===== config.mk =====
export PLATFORM = sky130hd
export DESIGN_NAME = pc_unit
export DESIGN_NICKNAME = d
export VERILOG_FILES = /design/src/rtl/pc_unit.sv
export SDC_FILE = /design/constraint.sdc
export NUM_CORES = 1
export LEC_CHECK = 0
export CAP_MARGIN = 20
export CORE_MARGIN = 5
export CORE_UTILIZATION = 42
export CTS_CLUSTER_DIAMETER = 120
export CTS_CLUSTER_SIZE = 40
export DETAILED_ROUTE_END_ITERATION = 10
export HOLD_SLACK_MARGIN = 0.06
export PLACE_DENSITY = 0.81
export SETUP_SLACK_MARGIN = 0.2
export SYNTH_ARGS = -nofsm -noshare
export SYNTH_HDL_FRONTEND = slang
export SYNTH_SLANG_ARGS = --single-unit

===== constraint.sdc =====
create_clock -name clk_i -period 3.95 [get_ports clk_i]
set_clock_uncertainty 0.05 [all_clocks]
set_input_delay 0.79 -clock clk_i [delete_from_list [all_inputs] [get_ports clk_i]]
set_output_delay 0.79 -clock clk_i [all_outputs]
set_load 0.05 [all_outputs]

===== src/rtl/pc_unit.sv =====
// pc_unit: program counter and fetch sequencer for the 6502 core.
//
// After reset the unit spends one cycle in BOOT presenting RESET_VECTOR-1 to
// fetch, so that operand_i carries the little-endian reset vector
// (RESET_VECTOR low byte, RESET_VECTOR+1 high byte), and loads it into pc_q.
// In RUN it advances pc_q by the decoded instruction length every cycle,
// unless execute redirects it, downstream stalls, or a JAM opcode halts it.
//
// Handshake: instr_valid_o=1 means opcode_i/operand_i at instr_addr_o form a
// real instruction this cycle; stall_i=1 means downstream did not accept it,
// so the same address is presented again next cycle. An instruction is
// consumed on a rising edge where instr_valid_o=1 and stall_i=0.
//
// Ports:
//   clk_i             clock, all state updates on the rising edge
//   rst_i             synchronous active-high reset (pc_q=0, state=BOOT)
//   stall_i           hold the current PC
//   redirect_valid_i  execute requests a jump/branch/return
//   redirect_addr_i   redirect target PC
//   opcode_i          opcode byte at instr_addr_o
//   operand_i         bytes at instr_addr_o+1 ([7:0]) and +2 ([15:8])
//   instr_addr_o      address presented to fetch
//   instr_valid_o     opcode_i/operand_i form a real instruction
//   instr_len_o       decoded length 1..3, 0 when not valid
//   next_pc_o         fall-through PC (instr_addr_o + instr_len_o)
//   halted_o          unit is in HALT
//   state_dbg_o       current FSM state, for observation only
module pc_unit #(
    parameter int                       MEM_ADDR_SIZE = 16,
    parameter logic [MEM_ADDR_SIZE-1:0] RESET_VECTOR  = 16'hFFFC,
    parameter bit                       JAM_HALT_EN   = 1'b1
) (
    input  logic                     clk_i,
    input  logic                     rst_i,
    input  logic                     stall_i,
    input  logic                     redirect_valid_i,
    input  logic [MEM_ADDR_SIZE-1:0] redirect_addr_i,
    input  logic [7:0]               opcode_i,
    input  logic [15:0]              operand_i,
    output logic [MEM_ADDR_SIZE-1:0] instr_addr_o,
    output logic                     instr_valid_o,
    output logic [1:0]               instr_len_o,
    output logic [MEM_ADDR_SIZE-1:0] next_pc_o,
    output logic                     halted_o,
    output logic [1:0]               state_dbg_o
);

    typedef enum logic [1:0] {
        ST_BOOT = 2'd0,
        ST_RUN  = 2'd1,
        ST_HALT = 2'd2
    } state_t;

    state_t                     state_q, state_d;
    logic [MEM_ADDR_SIZE-1:0]   pc_q, pc_d;
    logic [1:0]                 dec_len;
    logic                       dec_jam;
    logic [MEM_ADDR_SIZE-1:0]   fall_through;

    // Opcode fields aaabbbcc.
    logic [2:0] op_a;
    logic [2:0] op_b;
    logic [1:0] op_c;

    assign op_a = opcode_i[7:5];
    assign op_b = opcode_i[4:2];
    assign op_c = opcode_i[1:0];

    // JAM opcodes live in the cc=10 column: bbb=100, or bbb=000 in the
    // lower half of the map (where no immediate-mode instruction exists).
    assign dec_jam = (op_c == 2'b10) &&
                     ((op_b == 3'b100) || ((op_b == 3'b000) && !op_a[2]));

    always_comb begin
        dec_len = 2'd1;
        unique case (op_c)
            2'b11: dec_len = 2'd1;
            2'b01: begin
                if (op_b == 3'b011 || op_b == 3'b110 || op_b == 3'b111)
                    dec_len = 2'd3;
                else
                    dec_len = 2'd2;
            end
            2'b10: begin
                if (dec_jam)
                    dec_len = 2'd1;
                else begin
                    unique case (op_b)
                        3'b000, 3'b001, 3'b101: dec_len = 2'd2;
                        3'b010, 3'b110:         dec_len = 2'd1;
                        3'b011, 3'b111:         dec_len = 2'd3;
                        default:                dec_len = 2'd1;
                    endcase
                end
            end
            2'b00: begin
                // BRK, RTI, RTS are single byte; JSR is absolute.
                if (opcode_i == 8'h00 || opcode_i == 8'h40 || opcode_i == 8'h60)
                    dec_len = 2'd1;
                else if (opcode_i == 8'h20)
                    dec_len = 2'd3;
                else begin
                    unique case (op_b)
                        3'b000, 3'b001, 3'b101, 3'b100: dec_len = 2'd2;
                        3'b010, 3'b110:                 dec_len = 2'd1;
                        3'b011, 3'b111:                 dec_len = 2'd3;
                        default:                        dec_len = 2'd1;
                    endcase
                end
            end
            default: dec_len = 2'd1;
        endcase
    end

    // Wraps naturally modulo 2^MEM_ADDR_SIZE.
    assign fall_through = pc_q + MEM_ADDR_SIZE'(dec_len);

    always_comb begin
        state_d       = state_q;
        pc_d          = pc_q;
        instr_addr_o  = pc_q;
        instr_valid_o = 1'b0;
        instr_len_o   = 2'd0;
        next_pc_o     = pc_q;
        halted_o      = 1'b0;

        unique case (state_q)
            ST_BOOT: begin
                // Present the byte before the vector so the two operand
                // bytes are exactly the vector low/high bytes.
                instr_addr_o = RESET_VECTOR - MEM_ADDR_SIZE'(1);
                pc_d         = MEM_ADDR_SIZE'(operand_i);
                state_d      = ST_RUN;
            end
            ST_RUN: begin
                instr_valid_o = 1'b1;
                instr_len_o   = dec_len;
                next_pc_o     = fall_through;
                if (redirect_valid_i)
                    pc_d = redirect_addr_i;
                else if (stall_i)
                    pc_d = pc_q;
                else if (dec_jam && JAM_HALT_EN)
                    state_d = ST_HALT;
                else
                    pc_d = fall_through;
            end
            ST_HALT: begin
                halted_o = 1'b1;
            end
            default: begin
                state_d = ST_BOOT;
            end
        endcase
    end

    always_ff @(posedge clk_i) begin
        if (rst_i) begin
            state_q <= ST_BOOT;
            pc_q    <= '0;
        end else begin
            state_q <= state_d;
            pc_q    <= pc_d;
        end
    end

    assign state_dbg_o = state_q;

endmodule


==> run_results.csv, run 1 <==
group,metric,value,unit
outcome,status,"finished, final reports clean",
sta,setup_viol,0,
finish,fin_cells,401,
die,die_h,75.8,um
worst_setup_path,cpMostUsedCell,"a21oi_2",
sta,layout_min_cycle_time,3630,ps
synth,ys_ff_latch,18,
synth,synth_cells,260,
grt,grt_pass1_wl,11100,um
detailed_routing,wl,7140,um
synth,synth_top_area_cell,"dfxtp_1",
clock_tree,htreeDepth,1,
power_and_ir_drop,power.density,261,nW/um^2
detailed_routing,drcViolationCount,0,
clock_tree,clkTransAtPathRegs,70,ps
clock_tree,max-clock-path-buffers,2,
synth,syn-num-nets,307,
worst_setup_path,cp-start-kind,"primary input",
sta,rsz0062_at_grt,"false",
synth,synth_area,1820,um^2
power_and_ir_drop,p_int,0.486,mW
detailed_routing,drt-initial-drc-count,295,
die,start_util,42.6,%
grt,grt_max_degree,22,
grt,grt_pass1_vias,2299,
clock_tree,root_buffer,"clkbuf_8",
sta,hold_viol_final,0,
finish,fillCellCount,322,
worst_setup_path,critical_path_class,"primary input to primary output",
finish,antenna_cells,0,
power_and_ir_drop,peakVddDrop,0.187,mV
detailed_routing,viasPerCell,5.83,
power_and_ir_drop,p_total,0.825,mW
die,num_rows,24,
die,pin_count,82,
sta,slew_violations,0,
synth,synth_top_family_by_area,"simple AND/OR/NAND/NOR gates",
clock_tree,insertion_delay,260,ps
synth,synth_xor_area_share,9.15,%
synth,avgSynthCellArea,6.99,um^2
worst_setup_path,cp.arrival,2790,ps
sta,fmax,275,MHz
sta,tightest_slew,870,ps
worst_setup_path,crit_chain,"dlygate4sd2_1 > nand2b_4 > a21oi_2 > nor3_2 > a21oi_2 > fa_2 > nand3_4 > nor3_4 > nand3_2 > nor2_4 > xor2_4 > buf_12",
power_and_ir_drop,combPwrFrac,52.8,%
detailed_routing,dr_total_vias,2339,
synth,synth_edf_count,0,
worst_setup_path,cp-end-kind,"primary output",
clock_tree,cts_tree,"done",
power_and_ir_drop,seq_power_share,28.1,%
die,die_area,5740,um^2
worst_setup_path,required,3110,ps
detailed_routing,first_pass_iters,6,
placed_design,place_congestion,0.878,
detailed_routing,wl_per_cell,17.8,um
finish,nets,397,
worst_setup_path,ff2ff_setup_slack,1670,ps
synth,ys.flop_type,"dfxtp_1",
placed_design,dpl.hpwl,4930,um
finish,multi_input_area,1490,um^2
finish,areaGrowthSynthToFinish,73.8,%
sta,relSlewSlack,41.8,%
clock_tree,numCtsBuffers,3,
job,maxCapViolCount,0,
synth,synth_area_leaders,"dfxtp_1, o21ai_0, a21oi_1, nand2_1, xor2_1",
clock_tree,cts_hold_buf,0,
finish,register_area,360,um^2
synth,synthMuxAreaShare,1.65,%
worst_setup_path,critPathMaxFanout,4,
grt,grt_use_total,24.7,%
worst_setup_path,cpPeakStageDelay,270,ps
grt,antenna_found_initial,0,
synth,synth.distinct_cells,50,
power_and_ir_drop,p_clk_share,19.1,%
die,core-area,4260,um^2
power_and_ir_drop,switching_share,41.1,%
sta,min_period_over_period,92.0,%
synth,netlist.area_leader.share,19.8,%
placed_design,io_buffers,81,
detailed_routing,ant_nets,0,
power_and_ir_drop,switchingPower,0.340,mW
min_path,hp-class,"flop to flop",
sta,hold_ws,459,ps
synth,async_reset_ff_share,0,%
worst_setup_path,cpMaxStageDelayCell,"fa_2",
synth,synth_compound_area_share,26.4,%
synth,synth_fa_ha_area_share,2.48,%
finish,layout-drive-gt1-share,28.9,%
power_and_ir_drop,p_leak,1.28,nW
synth,synth_warnings,0,
synth,yosysSeqAreaShare,19.8,%
die,fp.dieW,75.8,um
synth,synth-simple-area-share,32.4,%
clock_tree,clock-sinks,18,
grt,grt-ovfl-total,0,
placed_design,dp_cells,391,
-- worst max-delay path: cells and delay by family --
family,cells,cell delay [ps]
compound gates,2,310
xor+xnor,1,180
fa+ha+maj,1,270
buf+inv,2,380
simple gates,6,860
-- layout make-up --
cell class / instances / share of cell area [%]
clock buffers: 4 / 1.74
multi-input cells: 210 / 47.2
repair buffers: 107 / 36.4
flip-flops and latches: 18 / 11.4
well taps: 52 / 2.06
inverters: 10 / 1.19
-- Yosys cell counts (2+ instances only) --
master and instances:
nand2b_1 3, buf_2 10, o21ai_0 23, a21o_1 5, ha_1 2, a31oi_1 2
nor4_1 2, and3_1 5, dfxtp_1 18, nand2_1 27, a221oi_1 2, or2_2 13
xor2_1 10, mux2i_1 3, inv_1 9, buf_4 2, or3_1 2, nor2_1 22
clkbuf_1 9, nand4_1 4, and2_1 2, xnor2_1 9, o211ai_1 4, nand3_1 8
nor3_1 10, nor2b_1 3, a21oi_1 22, a311oi_1 2, nand3_4 2, a211oi_1 5
-- worst paths after layout --
| path | startpoint | to | cells past startpoint |
|---|---|---|---|
| hold / removal | pc_q[0] | pc_q[0] | 2 |
| setup / recovery | opcode_i[6] | next_pc_o[14] | 12 |
| setup reg to reg | pc_q[10] | pc_q[15] | 7 |
| hold reg to reg | pc_q[0] | pc_q[0] | 2 |
-- registers in the layout (all words and copies together) (netlist names) --
signal	cells
pc_q	16
state_dbg_o	2
-- cells in the final DEF (no fill, tap or decap), types with 2 or more instances in the layout --
| cell type | Yosys | final |
|---|---|---|
| clkdlybuf4s50_1 | 0 | 56 |
| nand2_1 | 27 | 27 |
| buf_4 | 2 | 25 |
| o21ai_0 | 23 | 21 |
| a21oi_1 | 22 | 20 |
| nor2_1 | 22 | 19 |
| dfxtp_1 | 18 | 18 |
| buf_12 | 0 | 15 |
| or2_2 | 13 | 13 |
| inv_1 | 9 | 9 |
| nand3_1 | 8 | 7 |
| xor2_1 | 10 | 6 |
| nor3_1 | 10 | 6 |
| a21o_1 | 5 | 5 |
| xnor2_2 | 0 | 5 |
| a211oi_1 | 5 | 5 |
| clkbuf_2 | 0 | 5 |
| nor3_2 | 0 | 4 |
| nand4_1 | 4 | 4 |
| and3_1 | 5 | 4 |
| o211ai_1 | 4 | 4 |
| clkbuf_8 | 0 | 4 |
| nor2b_1 | 3 | 3 |
| xor2_2 | 0 | 3 |
| xnor2_1 | 9 | 3 |
| mux2i_1 | 3 | 3 |
| buf_6 | 1 | 3 |
| o21ai_2 | 1 | 2 |
| nand2b_4 | 0 | 2 |
| and2_1 | 2 | 2 |
| a21oi_2 | 0 | 2 |
| nand3_4 | 2 | 2 |
| nor2_4 | 0 | 2 |
| a31oi_1 | 2 | 2 |
| a221oi_1 | 2 | 2 |
| a311oi_1 | 2 | 2 |
| or3_1 | 2 | 2 |
| dlygate4sd2_1 | 0 | 2 |
-- metal layers --
metal	up-vias	global-route usage [%]	share of wire, %	wire length (um)
met3	11	3.43	7.3	520
met5	-	0	0	0
met1	1120	30.8	39	2770
met4	0	6.60	1.1	76
li1	1099	-	-	-
met2	109	44.1	53	3770
-- repair_timing --
action                                  in CTS  in global routing
pin swaps                                   12                 14
gates resized for setup                     34                 16
cloned                                       0                  0
buffers inserted                             2                  4
endpoints found under the hold margin        0                  0
endpoints found under the setup margin      15                 12
-- kinds of logic after synthesis --
group / after synthesis
xor+xnor: 19
flops: 18
compound gates: 76
fa+ha+maj: 3
mux: 3
simple gates: 109
buf+inv: 32
-- through the flow --
| stage | util (%) | setup WS, ps | area, um^2 | setup TNS [ps] |
|---|---|---|---|---|
| after floorplan | - | 175 | 1900 | 0 |
| after global placement | 69.8 | -125 | 2980 | -302 |
| after detailed placement | 69.8 | -231 | 2980 | -1110 |
| after CTS | 73.9 | 222 | 3150 | 0 |
| after global routing | 74.1 | 178 | 3160 | 0 |
| final | 74.1 | 316 | 3160 | 0 |
-- power groups by stage --
stage                     logic [mW]  clock network [mW]  registers (mW)
final                          0.436               0.158           0.232
after global routing           0.459               0.165           0.234
after CTS                      0.433               0.157           0.229
after detailed placement       0.421                   0           0.233
after global placement         0.415                   0           0.232
after floorplan                0.252                   0           0.213
(Power assumes the default switching activity.)
==> run 2, diff against run 1 <==
Settings changed: MAX_ROUTING_LAYER from default to met4.
==> run 2 against run 1 <==
Clock-buffer cell count did not move. Core utilization did not move. Clock power barely moved. Flip-flop and latch count did not move. Critical path type unchanged.
==> run_results.csv, run 2 (synthesis results as in run 1) <==
group,metric,value,unit
outcome,status,"finished, final reports clean",
grt,antenna_found_initial,0,
finish,nets,397,
finish,layout-drive-gt1-share,28.9,%
power_and_ir_drop,peakVddDrop,0.187,mV
power_and_ir_drop,seq_power_share,28.0,%
clock_tree,root_buffer,"clkbuf_8",
finish,stdcell_area,3160,um^2
die,die_area,5740,um^2
finish,fin_util,74.1,%
sta,setup_tns,0,ps
die,pin_count,82,
clock_tree,clock-sinks,18,
finish,fin_cells,401,
die,core-area,4260,um^2
power_and_ir_drop,p_clk_share,19.1,%
clock_tree,cts_tree,"done",
placed_design,place_congestion,0.892,
detailed_routing,drt-initial-drc-count,287,
detailed_routing,drcViolationCount,0,
sta,layout_min_cycle_time,3630,ps
power_and_ir_drop,p_int,0.486,mW
worst_setup_path,crit_chain,"dlygate4sd2_1 > nand2b_4 > a21oi_2 > nor3_2 > a21oi_2 > fa_2 > nand3_4 > nor3_4 > nand3_2 > nor2_4 > xor2_4 > buf_12",
clock_tree,htreeDepth,1,
placed_design,postPlaceCellArea,2980,um^2
worst_setup_path,critPathMaxFanout,4,
clock_tree,insertion_delay,260,ps
worst_setup_path,cp.arrival,2790,ps
worst_setup_path,critical_path_class,"primary input to primary output",
power_and_ir_drop,power.density,262,nW/um^2
sta,rsz0062_at_grt,"false",
detailed_routing,wl,7190,um
placed_design,dp_cells,391,
grt,grt_max_degree,22,
sta,fmax,275,MHz
worst_setup_path,cpPeakStageDelay,270,ps
grt,grt_use_total,25.5,%
worst_setup_path,cp-start-kind,"primary input",
grt,grt_pass1_vias,2303,
finish,final_common_cell,"clkdlybuf4s50_1",
clock_tree,max-clock-path-buffers,2,
job,maxCapViolCount,0,
placed_design,dpl.hpwl,4930,um
finish,antenna_cells,0,
sta,tightest_slew,828,ps
placed_design,io_buffers,81,
worst_setup_path,cpMaxStageDelayCell,"fa_2",
die,fp.dieW,75.8,um
power_and_ir_drop,p_leak,1.28,nW
detailed_routing,ant_nets,0,
grt,grt_pass1_wl,11100,um
worst_setup_path,required,3110,ps
power_and_ir_drop,switching_share,41.2,%
die,num_rows,24,
die,die_h,75.8,um
sta,slew_violations,0,
finish,final_cell_mix,"clkdlybuf4s50_1, nand2_1, buf_4",
min_path,hp-class,"flop to flop",
detailed_routing,viasPerCell,5.97,
power_and_ir_drop,combPwrFrac,52.9,%
worst_setup_path,cp-end-kind,"primary output",
detailed_routing,wl_per_cell,17.9,um
worst_setup_path,r2r_cells,7,
grt,grt-ovfl-total,0,
power_and_ir_drop,switchingPower,0.341,mW
worst_setup_path,cpMostUsedCell,"a21oi_2",
min_path,min_path_cells,2,
finish,regMostFlops,"pc_q",
die,start_util,42.6,%
clock_tree,clkTransAtPathRegs,70,ps
detailed_routing,first_pass_iters,6,
finish,fillCellCount,322,
sta,setup_viol,0,
finish,largest_reg_flops,16,
finish,areaGrowthSynthToFinish,73.8,%
clock_tree,numCtsBuffers,3,
detailed_routing,dr_total_vias,2394,
sta,relSlewSlack,44.6,%
sta,min_period_over_period,92.0,%
sta,hold_viol_final,0,
## run 2: cell counts in the layout (fill, tap and decap cells not counted)
Identical to the previous run, type by type.
## run 2: per-stage QoR
stage / hold WS [ps] / power [mW] / worst slack (ps)
after floorplan: 412 / 0.465 / 175
after global placement: 448 / 0.647 / -125
after detailed placement: 454 / 0.654 / -231
after CTS: 464 / 0.819 / 222
after global routing: 491 / 0.858 / 178
final: 463 / 0.827 / 316
## run 2: power by group through the flow
stage          sequential [mW]  combinational, mW  clock, mW
2_1_floorplan            0.213              0.252          0
3_3_place_gp             0.232              0.415          0
3_5_place_dp             0.233              0.421          0
4_1_cts                  0.229              0.433      0.157
5_1_grt                  0.234              0.459      0.165
6_report                 0.232              0.437      0.158
## run 2: repair_timing
| item | 4_1_cts | 5_1_grt |
|---|---|---|
| pin swaps | 12 | 14 |
| buffers inserted | 2 | 4 |
| hold buffers | 0 | 0 |
| setup endpoints to repair | 15 | 12 |
| resized for setup | 34 | 16 |
## run 2: path summary, 6_finish.rpt
kind / slack [ps] / to / from
max: 320 / next_pc_o[14] / opcode_i[6]
min: 460 / pc_q[0] / pc_q[0]
max reg2reg: 1660 / pc_q[15] / pc_q[10]
min reg2reg: 460 / pc_q[0] / pc_q[0]
## run 2: final cells by class
type                            count  area, um^2  area share (%)
Inverter                           10        37.5            1.19
Tap cell                           52        65.1            2.06
Clock buffer                        4        55.1            1.74
Multi-Input combinational cell    210        1490            47.2
Timing Repair Buffer              107        1150            36.4
Sequential cell                    18         360            11.4
## run 2: routing by layer
metal  part of all wire [%]  GRT usage [%]  vias up  routed length, um
li1                       -              -     1093                  -
met1                     39           31.1     1118               2830
met2                     51           44.2      152               3670
met3                    7.4           3.03       31                532
met4                    2.2           6.60        0                158
met5                      0              -        -                  0
## run 2: worst max-delay path: cells and delay by family
kind                     cells  cell delay (ps)
AND/OR/NAND/NOR              6              880
buffers and inverters        2              380
AO/OA/AOI/OAI                2              310
adder cells (fa/ha/maj)      1              270
XOR/XNOR                     1              180
==> run 3, diff against run 2 <==
Settings changed: CAP_MARGIN 20 to default, PLACE_DENSITY 0.81 to 0.84, SKIP_CTS_REPAIR_TIMING from default to 1.
==> run 3 against run 2 <==
Die area unchanged. First-iteration DRC count increased by 6.3%. Sequential share of layout area about the same.
==> run_results.csv, run 3 (synthesis results as in run 1) <==
group,metric,value,unit
outcome,status,"finished, final reports clean",
clock_tree,numCtsBuffers,3,
power_and_ir_drop,p_total,0.825,mW
sta,tightest_slew,860,ps
detailed_routing,wl,6940,um
grt,grt-ovfl-total,0,
clock_tree,root_buffer,"clkbuf_8",
placed_design,dp_slack,-230,ps
job,maxCapViolCount,0,
detailed_routing,drcViolationCount,0,
clock_tree,insertion_delay,260,ps
finish,layout-drive-gt1-share,25.7,%
power_and_ir_drop,switchingPower,0.340,mW
finish,regMostFlops,"pc_q",
finish,antenna_cells,0,
clock_tree,cts_tree,"done",
worst_setup_path,critical-path-top-delay-family,"simple AND/OR/NAND/NOR gates",
grt,antenna_found_initial,0,
worst_setup_path,cp-end-kind,"primary output",
min_path,min_path_cells,2,
detailed_routing,wl_met1,2670,um
worst_setup_path,cpMaxStageDelayCell,"ha_1",
die,die_h,75.8,um
worst_setup_path,crit_chain,"dlymetal6s2s_1 > nor3_2 > a21oi_1 > nor3_1 > a21oi_2 > ha_1 > a21o_1 > nand4_1 > nor3_1 > xor2_1 > buf_12",
sta,setup_tns,0,ps
die,start_util,42.6,%
die,fp.dieW,75.8,um
power_and_ir_drop,p_int,0.485,mW
die,core-area,4260,um^2
finish,stdcell_area,3160,um^2
placed_design,io_buffers,81,
power_and_ir_drop,switching_share,41.2,%
worst_setup_path,r2r_end,"pc_q[1]",
sta,setup_viol,0,
worst_setup_path,cp-start-kind,"primary input",
worst_setup_path,cpMostUsedCell,"nor3_1",
sta,rsz0062_at_grt,"false",
detailed_routing,ant_nets,0,
sta,hold_ws,496,ps
sta,min_period_over_period,95.5,%
min_path,min_to,"pc_q[0]",
power_and_ir_drop,seq_power_share,28.2,%
detailed_routing,first_pass_iters,6,
sta,layout_min_cycle_time,3770,ps
sta,slew_violations,0,
grt,grt_pass1_wl,9990,um
detailed_routing,dr_total_vias,2374,
sta,relSlewSlack,42.5,%
worst_setup_path,critical_path_class,"primary input to primary output",
power_and_ir_drop,p_clk_share,19.3,%
detailed_routing,route.met2.wl,3450,um
power_and_ir_drop,p_leak,1.31,nW
worst_setup_path,r2r-start,"state_dbg_o[0]",
min_path,hp-class,"flop to flop",
sta,fmax,265,MHz
detailed_routing,drt-initial-drc-count,305,
clock_tree,htreeDepth,1,
power_and_ir_drop,power.density,262,nW/um^2
worst_setup_path,critPathMaxFanout,3,
finish,final_cell_mix,"clkdlybuf4s50_1, nand2_1, o21ai_0, a21oi_1, buf_4",
detailed_routing,viasPerCell,6.01,
power_and_ir_drop,peakVddDrop,0.147,mV
clock_tree,clock-sinks,18,
grt,grt_max_degree,22,
die,num_rows,24,
finish,largest_reg_flops,16,
clock_tree,clkTransAtPathRegs,80,ps
min_path,min_from,"pc_q[0]",
sta,layout_setup_ws,177,ps
worst_setup_path,cpPeakStageDelay,310,ps
grt,grt_use_total,23.1,%
finish,nets,391,
sta,hold_viol_final,0,
die,die_area,5740,um^2
detailed_routing,top_layer_used,"met4",
finish,final_common_cell,"clkdlybuf4s50_1",
detailed_routing,wl_per_cell,17.6,um
die,pin_count,82,
finish,areaGrowthSynthToFinish,73.6,%
power_and_ir_drop,combPwrFrac,52.5,%
placed_design,place_congestion,0.880,
placed_design,postPlaceCellArea,2970,um^2
worst_setup_path,required,3110,ps
grt,grt_pass1_vias,2167,
clock_tree,max-clock-path-buffers,2,
worst_setup_path,r2r_cells,5,
worst_setup_path,critical_path.n_buffers_inverters,2,
detailed_routing,met3_length,625,um
worst_setup_path,cp.arrival,2930,ps
placed_design,dpl.hpwl,4910,um
worst_setup_path,ff2ff_setup_slack,1810,ps
-- run 3: worst min-delay path, stage by stage, from the launching register on --
cell     delay, ps
dfxtp_1        360
nand2_1         80
a21oi_1         60
-- run 3: metrics by stage --
stage | cells | utilization, %
global route | 395 | 74.0
CTS | 394 | 71.0
global placement | 390 | 69.7
detailed placement | 390 | 69.7
floorplan | 260 | -
finish | 395 | 74.0
-- run 3: layout make-up --
cell class,count,area (um^2)
clock buffer,4,55.1
sequential,18,360
tap,52,65.1
timing repair buffer,101,1130
fill,296,1110
multi-input combinational,210,1500
inverter,10,37.5
-- run 3: metal layers --
| metal | up-vias | GRT usage (%) |
|---|---|---|
| met2 | 167 | 39.4 |
| met3 | 28 | 2.64 |
| met4 | 0 | 6.60 |
| li1 | 1076 | - |
| met5 | - | - |
| met1 | 1103 | 28.5 |
-- run 3: worst max-delay path by stage --
stage,startpoint,depth (start not counted),end
after floorplan,opcode_i[4],10,next_pc_o[12]
after global placement,opcode_i[4],11,next_pc_o[14]
after detailed placement,opcode_i[4],11,next_pc_o[14]
after CTS,opcode_i[4],12,next_pc_o[14]
after global routing,opcode_i[1],11,next_pc_o[13]
final,opcode_i[1],11,next_pc_o[13]
-- run 3: power groups by stage --
stage | logic (mW) | registers (mW) | clock network, mW
after floorplan | 0.252 | 0.213 | 0
after global placement | 0.414 | 0.232 | 0
after detailed placement | 0.421 | 0.233 | 0
after CTS | 0.422 | 0.229 | 0.161
after global routing | 0.456 | 0.234 | 0.169
final | 0.433 | 0.233 | 0.159
